--- src/rtl/readout_sequencer.sv ---
// readout_sequencer: gate-timing and readout master for the summator array.
//   The gate timer issues a periodic one-cycle readout_clr strobe. Two cycles
//   after each strobe, all channel sums and the frame number are snapshotted.
//   The frame (header, channel words) is then streamed over valid/ready.
//   A strobe that arrives while a frame is still latching or streaming is
//   dropped and counted in overrun_cnt, which saturates.
// Ports:
//   clk, rst_n   clock, synchronous active-low reset
//   enable       run gate timer (low holds it at reload, no strobe)
//   readout_clr  one-cycle clear strobe to all summators
//   sum_in       NCH x 16-bit channel sums, channel k at [16k+15:16k]
//   out_data/out_valid/out_ready/out_last  frame stream
//   overrun_cnt  saturating count of dropped frames
// Build option: define READOUT_CHECKSUM_EN to append an XOR checksum word
//   (header ^ all channel words) carrying out_last.
module readout_sequencer #(
  parameter int unsigned NCH           = 4,
  parameter int unsigned GATE_CYCLES   = 50000,
  parameter logic [15:0] FRAME_CNT_RST = 16'h0000
) (
  input  logic                clk,
  input  logic                rst_n,
  input  logic                enable,
  output logic                readout_clr,
  input  logic [16*NCH-1:0]   sum_in,
  output logic [15:0]         out_data,
  output logic                out_valid,
  input  logic                out_ready,
  output logic                out_last,
  output logic [7:0]          overrun_cnt
);

  localparam int unsigned GW = 24;
`ifdef READOUT_CHECKSUM_EN
  localparam int unsigned NWORDS = NCH + 2;
`else
  localparam int unsigned NWORDS = NCH + 1;
`endif
  localparam int unsigned IW = $clog2(NWORDS);
  localparam logic [GW-1:0] GATE_RELOAD = GW'(GATE_CYCLES - 1);

  typedef enum logic [1:0] {IDLE, LATCH, TX} state_e;

  state_e              state_q, state_d;
  logic [GW-1:0]       gate_q, gate_d;
  logic                clr_q, clr_d;
  logic [15:0]         frame_q, frame_d;
  logic [7:0]          ovr_q, ovr_d;
  logic                wait_q, wait_d;
  logic [IW-1:0]       idx_q, idx_d;
  logic [15:0]         data_q, data_d;
  logic                valid_q, valid_d;
  logic                last_q, last_d;
  logic [NCH-1:0][15:0] snap_q, snap_d;
  logic [IW-1:0]       nxt_idx;
  logic [15:0]         nxt_word;
`ifdef READOUT_CHECKSUM_EN
  logic [15:0]         csum_q, csum_d;
  logic [15:0]         csum_in;
`endif

  assign nxt_idx = idx_q + IW'(1);

  // Word following the current one; index 0 (header) is loaded at capture.
  always_comb begin
    nxt_word = 16'h0000;
    for (int unsigned k = 0; k < NCH; k++) begin
      if (nxt_idx == IW'(k + 1)) nxt_word = snap_q[k];
    end
`ifdef READOUT_CHECKSUM_EN
    if (nxt_idx == IW'(NCH + 1)) nxt_word = csum_q;
`endif
  end

`ifdef READOUT_CHECKSUM_EN
  // Checksum of the frame being captured this cycle.
  always_comb begin
    csum_in = frame_q;
    for (int unsigned k = 0; k < NCH; k++) csum_in = csum_in ^ sum_in[16*k +: 16];
  end
`endif

  // Next-state: gate timer, overrun counter and frame FSM.
  always_comb begin
    state_d = state_q;
    gate_d  = gate_q;
    clr_d   = 1'b0;
    frame_d = frame_q;
    ovr_d   = ovr_q;
    wait_d  = wait_q;
    idx_d   = idx_q;
    data_d  = data_q;
    valid_d = valid_q;
    last_d  = last_q;
    snap_d  = snap_q;
`ifdef READOUT_CHECKSUM_EN
    csum_d  = csum_q;
`endif

    if (!enable) begin
      gate_d = GATE_RELOAD;
    end else if (gate_q == '0) begin
      gate_d  = GATE_RELOAD;
      clr_d   = 1'b1;
      frame_d = frame_q + 16'd1;
    end else begin
      gate_d = gate_q - GW'(1);
    end

    // Strobe while busy: frame is dropped but still numbered.
    if (clr_q && (state_q != IDLE) && (ovr_q != 8'hFF)) ovr_d = ovr_q + 8'd1;

    case (state_q)
      IDLE: begin
        if (clr_q) begin
          state_d = LATCH;
          wait_d  = 1'b0;
        end
      end
      // Summators update one cycle after the strobe; sample on the second.
      LATCH: begin
        wait_d = 1'b1;
        if (wait_q) begin
          snap_d  = sum_in;
          data_d  = frame_q;
          valid_d = 1'b1;
          last_d  = 1'b0;
          idx_d   = '0;
          state_d = TX;
`ifdef READOUT_CHECKSUM_EN
          csum_d  = csum_in;
`endif
        end
      end
      TX: begin
        if (valid_q && out_ready) begin
          if (last_q) begin
            valid_d = 1'b0;
            last_d  = 1'b0;
            state_d = IDLE;
          end else begin
            idx_d  = nxt_idx;
            data_d = nxt_word;
            last_d = (nxt_idx == IW'(NWORDS - 1));
          end
        end
      end
      default: state_d = IDLE;
    endcase
  end

  always_ff @(posedge clk) begin
    if (!rst_n) begin
      state_q <= IDLE;
      gate_q  <= GATE_RELOAD;
      clr_q   <= 1'b0;
      frame_q <= FRAME_CNT_RST;
      ovr_q   <= 8'h00;
      wait_q  <= 1'b0;
      idx_q   <= '0;
      data_q  <= 16'h0000;
      valid_q <= 1'b0;
      last_q  <= 1'b0;
      snap_q  <= '0;
`ifdef READOUT_CHECKSUM_EN
      csum_q  <= 16'h0000;
`endif
    end else begin
      state_q <= state_d;
      gate_q  <= gate_d;
      clr_q   <= clr_d;
      frame_q <= frame_d;
      ovr_q   <= ovr_d;
      wait_q  <= wait_d;
      idx_q   <= idx_d;
      data_q  <= data_d;
      valid_q <= valid_d;
      last_q  <= last_d;
      snap_q  <= snap_d;
`ifdef READOUT_CHECKSUM_EN
      csum_q  <= csum_d;
`endif
    end
  end

  assign readout_clr = clr_q;
  assign out_data    = data_q;
  assign out_valid   = valid_q;
  assign out_last    = last_q;
  assign overrun_cnt = ovr_q;

endmodule

--- config.mk ---
export PLATFORM = sky130hd
export DESIGN_NAME = readout_sequencer
export DESIGN_NICKNAME = d
export VERILOG_FILES = /design/src/rtl/readout_sequencer.sv
export SDC_FILE = /design/constraint.sdc
export NUM_CORES = 1
export LEC_CHECK = 0
export ABC_CLOCK_PERIOD_IN_PS = 2350
export CORE_ASPECT_RATIO = 1.5
export CORE_UTILIZATION = 54
export DETAILED_ROUTE_END_ITERATION = 10
export PLACE_DENSITY = 0.8
export SYNTH_ARGS = -nofsm -noshare
export SYNTH_HDL_FRONTEND = slang
export SYNTH_SLANG_ARGS = --single-unit
--- constraint.sdc ---
create_clock -name clk -period 2.35 [get_ports clk]
set_input_delay 0.47 -clock clk [delete_from_list [all_inputs] [get_ports clk]]
set_output_delay 0.47 -clock clk [all_outputs]
set_load 0.1 [all_outputs]
==> results of run 1 <==
metrics by stage:
step / setup WS, ns / instance area [um^2] / power, mW
final: 0.2423 / 7785 / 5.147
after global routing: 0.1288 / 7785 / 5.295
after CTS: 0.2085 / 7782 / 5.169
after detailed placement: 0.2170 / 7194 / 2.543
after global placement: 0.2612 / 7194 / 2.540
after floorplan: 0.1395 / 6168 / 2.414
critical path: cells and delay by family (launching register included):
kind / cells / cell delay (ns)
AOI/OAI and AO/OA: 1 / 0.18
adders and majority gates: 1 / 0.17
buffers and inverters: 3 / 0.49
DFF: 1 / 0.34
and+or+nand+nor: 3 / 0.85
power breakdown:
part / internal [mW] / total [mW] / switching, mW
logic: 0.107 / 0.167 / 0.0594
clock network: 1.71 / 2.65 / 0.940
registers: 2.33 / 2.33 / 0.00191
total: 4.15 / 5.15 / 1.00
per-layer routing:
metal | track usage, % | wire (um) | vias to the layer above
met5 | 0 | 0 | -
met4 | 17.72 | 940 | 0
met3 | 6.425 | 747 | 56
met2 | 49.79 | 8628 | 199
met1 | 31.90 | 6344 | 2823
li1 | - | - | 2881
worst paths after layout:
kind / slack (ns) / endpoint / startpoint
worst max register to register: 0.24 / frame_q[12] / gate_q[0]
worst min register to register: 0.43 / gate_q[0] / gate_q[0]
worst max-delay path: 0.24 / frame_q[12] / gate_q[0]
worst min-delay path: 0.43 / gate_q[0] / gate_q[0]
flip-flops by register name, summed over array words and instances (netlist names), 2 cells and up:
signal,flops
frame_q,16
gate_q,24
idx_q,3
out_data,16
overrun_cnt,8
snap_q,64
state_q,2
repair_timing:
action                     4_1_cts  5_1_grt
setup endpoints to repair        0        1
resized for setup                0        1
buffers inserted                 0        0
final cells by class:
class	instances	share of cell area, %
multi-input combinational	538	39.92
inverter	27	1.302
clock buffer	23	6.011
tap	147	2.363
timing repair buffer	114	13.63
sequential	137	35.23
clock inverter	8	1.543
logic make-up after synthesis:
kind of cell	count (synthesis)	synth area share [%]
AND/OR/NAND/NOR	290	23.57
buffers and inverters	85	5.334
AO/OA/AOI/OAI	224	22.62
multiplexers	2	0.3448
flip-flops	137	44.46
adder cells (fa/ha/maj)	9	1.826
XOR/XNOR	13	1.846
placed cells by master (no fill, tap or decap), types with 14 or more instances in the layout:
cell type and count:
nand3b_1 18, dfxtp_1 137, buf_4 44, or4_1 23, nand2_1 166, a221oi_1 16
clkdlybuf4s50_1 67, nor2_1 17, inv_1 26, clkbuf_16 17, o31ai_1 22, nand3_1 14
a21oi_1 130, o221ai_1 16, a31o_2 16
==> out/metrics.csv, run 1 <==
stage,metric,value,unit
finish,final_util,70.42,%
finish,antenna_cells,0,
floorplanning,dieArea,0.01186,mm^2
finish,syn_to_final_growth,26.21,%
synthesis,yosys.area.top_type,dfxtp_1,
clock_tree,htree_levels,4,
critical_path,crit_path_end_kind,register,
timing,rsz0062_at_grt,no,
detailed_routing,drcViolationCount,0,
synthesis,synth_seq_cells,137,
floorplanning,fp.coreArea,0.01106,mm^2
critical_path,crit_slowest_cell,or4_1,
global_routing,antenna_found_initial,0,
clock_tree,root_buffer,clkbuf_16,
synthesis,synthesis.area,0.006168,mm^2
synthesis,synth.most_common_cell,nand2_1,
global_routing,grt_overflow,0,
clock_tree,cts-buffers-inserted,17,
timing,slew_headroom,51.48,%
synthesis,seq_area_frac_synth,44.46,%
timing,finClkSkew,0.008417,ns
synthesis,synth_commonest_cells,"nand2_1 (166), dfxtp_1 (137), a21oi_1 (130)",
critical_path,cpPeakStageDelay,0.50,ns
critical_path,crit_type,register to register,
synthesis,synth_nets,837,
detailed_routing,antenna_left,0,
placed_design,hpwl,11690,um
detailed_routing,drt-vias-per-instance,5.995,
synthesis,yosysUniqueCellTypes,52,
timing,max_freq,0.4745,GHz
detailed_routing,vias,5959,
clock_tree,clk_pin_slew,0.06,ns
floorplanning,std_cell_rows,47,
critical_path,crit_path_start_kind,register,
clock_tree,clock_sinks,137,
synthesis,synth_ff_type,dfxtp_1,
timing,finalSetupViolations,0,
floorplanning,start_util,55.79,%
global_routing,grt_pass1_wl,26600,um
finish,multi_input_comb_area,0.003108,mm^2
placed_design,place.gp.congestion,0.8868,
min_path,hold_depth,1,
placed_design,place_inst,963,
synthesis,netlist.area_leader.share,44.46,%
clock_tree,tritoncts,yes,
clock_tree,clockBufferDepth,2,
finish,seqCellArea,0.002743,mm^2
status,status,finished clean,
timing,period_share,89.69,%
floorplanning,die_y,132.9,um
critical_path,cp.arrival,2.44,ns
critical_path,worstPathCellList,inv_1 -> ha_1 -> nor4b_1 -> buf_4 -> nand4_1 -> buf_4 -> or4_1 -> a21oi_1,
clock_tree,worstSkewPairLatency,0.41,ns
detailed_routing,wirelength,16660,um
timing,setup_tns,0,ns
synthesis,synth-edff-count,0,
synthesis,ys_async_sr_fraction,0,%
synthesis,ys_warn_count,0,
finish,layout-drive-gt1-share,12.04,%
finish,stdcell_count,994,
timing,holdWs,0.4309,ns
timing,report.final.slew_viol_count,0,
min_path,holdCritPathClass,register to register,
detailed_routing,dr.pass1.iters,5,
detailed_routing,drtIter0Drc,382,
critical_path,cp_data_required_time,2.68,ns
timing,tightest_slew,0.7279,ns
floorplanning,die_w,89.27,um
finish,nNetsFinal,912,
synthesis,avgSynthCellArea,8.116,um^2
clock_tree,postCtsHoldBufs,0,
synthesis,syn_inst,760,
timing,hold_viol,0,
pwr,max-vdd-ir-drop,0.4713,mV
flow_run,drv_cap,0,
critical_path,cpMostUsedCell,buf_4,
placed_design,port_buffers,94,
floorplanning,pin_count,95,
finish,fill_cells,900,
critical_path,crit_fanout,12,
detailed_routing,wire_per_inst,16.76,um
pwr,leakagePower,2.549,nW
global_routing,grt_pass1_vias,5649,
critical_path,rr_worst_depth,8,
pwr,power.density,661.1,mW/mm^2
synthesis,synth.area.top_cells,"dfxtp_1 (44%), a21oi_1 (11%), nand2_1 (10%)",
global_routing,track_usage,29.13,%
timing,period_minus_slack,2.108,ns
global_routing,grt_max_degree,110,
(Power assumes the default switching activity.)
==> run 2, diff against run 1 <==
Settings changed: ABC_CLOCK_PERIOD_IN_PS 2350 to 1800, CAP_MARGIN set to 20, CORE_UTILIZATION 54 to 49, MAX_ROUTING_LAYER set to met4, PLACE_DENSITY 0.8 to 0.77.
Clock period 2.35 ns to 1.8 ns, I/O delays scaled along.
==> out/metrics.csv, run 2 (same netlist as run 1, synthesis figures left out) <==
stage,metric,value,unit
global_routing,grt_max_degree,67,
clock_tree,tritoncts,yes,
detailed_routing,drtIter0Drc,414,
critical_path,crit_fanout,7,
floorplanning,die_y,139.4,um
global_routing,antenna_found_initial,0,
global_routing,grt_overflow,0,
pwr,swShare,21.35,%
timing,period_minus_slack,1.898,ns
pwr,p_sw,1.457,mW
flow_run,drv_cap,0,
pwr,leakagePower,2.977,nW
pwr,p_clk_share,51.9,%
detailed_routing,met2_length,10390,um
finish,largest_reg_flops,64,
global_routing,track_usage,28.99,%
finish,top_register,snap_q,
pwr,p_seq_share,44.4,%
detailed_routing,wirelength,18780,um
floorplanning,die_w,93.61,um
pwr,power.density,757.9,mW/mm^2
timing,setup_slack,-0.09842,ns
status,violations,negative setup slack,
placed_design,post-place-ws,-0.2189,ns
detailed_routing,top_layer_used,met4,
min_path,holdCritPathClass,register to register,
detailed_routing,vias,6301,
finish,nNetsFinal,961,
timing,setup_tns,-0.6794,ns
pwr,max-vdd-ir-drop,0.5875,mV
finish,mostFrequentLayoutCell,nand2_1,
floorplanning,std_cell_rows,49,
timing,max_freq,0.5268,GHz
detailed_routing,antenna_left,0,
finish,syn_to_final_growth,45.92,%
critical_path,worst_path_dominant_cell_family,simple AND/OR/NAND/NOR gates,
critical_path,crit_path_end_kind,register,
clock_tree,postCtsHoldBufs,0,
global_routing,grt_pass1_wl,28800,um
critical_path,critPathBufInv,3,
pwr,internal_power,5.366,mW
clock_tree,clockBufferDepth,2,
detailed_routing,wire_per_inst,17.88,um
status,status,finished with violations,
timing,finalSetupViolations,18,
placed_design,hpwl,12440,um
critical_path,crit_path_start_kind,register,
critical_path,crit_slowest_cell,or4_4,
critical_path,worstPathCellList,inv_2 -> ha_4 -> nor4b_4 -> buf_4 -> nand4_1 -> buf_6 -> or4_4 -> a21oi_2,
detailed_routing,drt-vias-per-instance,6.001,
clock_tree,worstSkewPairLatency,0.42,ns
detailed_routing,drcViolationCount,0,
timing,finClkSkew,0.006765,ns
timing,slew_headroom,74.63,%
critical_path,crit_type,register to register,
floorplanning,start_util,50.81,%
finish,antenna_cells,0,
timing,rsz0062_at_grt,yes,
pwr,combPwrFrac,3.7,%
floorplanning,dieArea,0.01305,mm^2
placed_design,port_buffers,94,
timing,period_share,105.5,%
clock_tree,clock_sinks,137,
timing,tightest_slew,0.3794,ns
detailed_routing,wl_met3,906,um
timing,holdWs,0.4565,ns
finish,layout-drive-gt1-share,25.75,%
detailed_routing,dr.pass1.iters,5,
timing,hold_viol,0,
clock_tree,htree_levels,4,
timing,report.final.slew_viol_count,0,
finish,layout_common_cells,"nand2_1 (165), a21oi_1 (118), dfxtp_1 (118)",
clock_tree,clk_pin_slew,0.06,ns
clock_tree,root_buffer,clkbuf_16,
clock_tree,cts-buffers-inserted,17,
critical_path,cpPeakStageDelay,0.42,ns
placed_design,place.gp.congestion,0.9410,
critical_path,cp.arrival,2.25,ns
detailed_routing,drt-met1-wl,6890,um
critical_path,cp_data_required_time,2.15,ns
floorplanning,pin_count,95,
global_routing,grt_pass1_vias,6096,
floorplanning,fp.coreArea,0.01214,mm^2
finish,top_regs,"snap_q: 64 flops, gate_q: 24 flops",
run 2: cell count changes in the layout (fill, tap and decap cells not counted), sizes merged:
cell      previous run  this run
clkinvlp             2         3
clkbuf              23        18
buf                 47        95
inv                 27        31
clkinv               3         5
run 2: final cells by class:
class,count,area (um^2)
clock inverter,15,173.9
timing repair buffer,163,1878
inverter,27,101.3
tap,153,191.4
multi-input combinational,538,3452
clock buffer,17,425.4
sequential,137,2779
fill,858,3138
run 2: routing by layer:
layer | track usage [%] | up-vias
met5 | - | -
met4 | 13.93 | 0
met3 | 6.230 | 37
met2 | 50.27 | 228
met1 | 30.82 | 3053
li1 | - | 2983
run 2: final timing paths:
path | from | to | slack, ns | cells past startpoint
max | gate_q[0] | frame_q[9] | -0.1 | 8
max reg2reg | gate_q[0] | frame_q[9] | -0.1 | 8
min | snap_q[9] | snap_q[9] | 0.46 | 2
min reg2reg | snap_q[9] | snap_q[9] | 0.46 | 2
run 2: per-stage QoR:
stage                     util (%)  cells  cell area [um^2]  total power, mW
after floorplan                  -    760              6230            3.149
after global placement       65.55   1010              7958            3.330
after detailed placement     65.55   1010              7958            3.333
after CTS                    72.03   1047              8743            6.836
after global routing         74.15   1050              9001            7.018
final                        74.15   1050              9001            6.822
run 2: worst register-to-register path: stages (launching register included):
cell	delay, ns
dfxtp_2	0.32
inv_2	0.07
ha_4	0.13
nor4b_4	0.19
buf_4	0.17
nand4_1	0.18
buf_6	0.19
or4_4	0.42
a21oi_2	0.16
run 2: power by group through the flow:
stage / Sequential [mW] / Clock, mW / Combinational (mW)
global route: 3.03 / 3.72 / 0.267
CTS: 3.03 / 3.56 / 0.244
floorplan: 3.10 / 0 / 0.0521
finish: 3.03 / 3.54 / 0.251
detailed placement: 3.10 / 0 / 0.237
global placement: 3.10 / 0 / 0.235
run 2: what timing repair did:
| action | in CTS | in global routing |
|---|---|---|
| pin swaps | 12 | 17 |
| gates cloned | 0 | 2 |
| setup endpoints to repair | 43 | 55 |
| setup buffers | 5 | 2 |
| gates resized for setup | 36 | 45 |
==> run 3, diff against run 2 <==
Settings changed: ABC_AREA set to 0.
==> results of run 3 <==
Same layout as run 2: the final DEF is identical, and so are final timing and power.
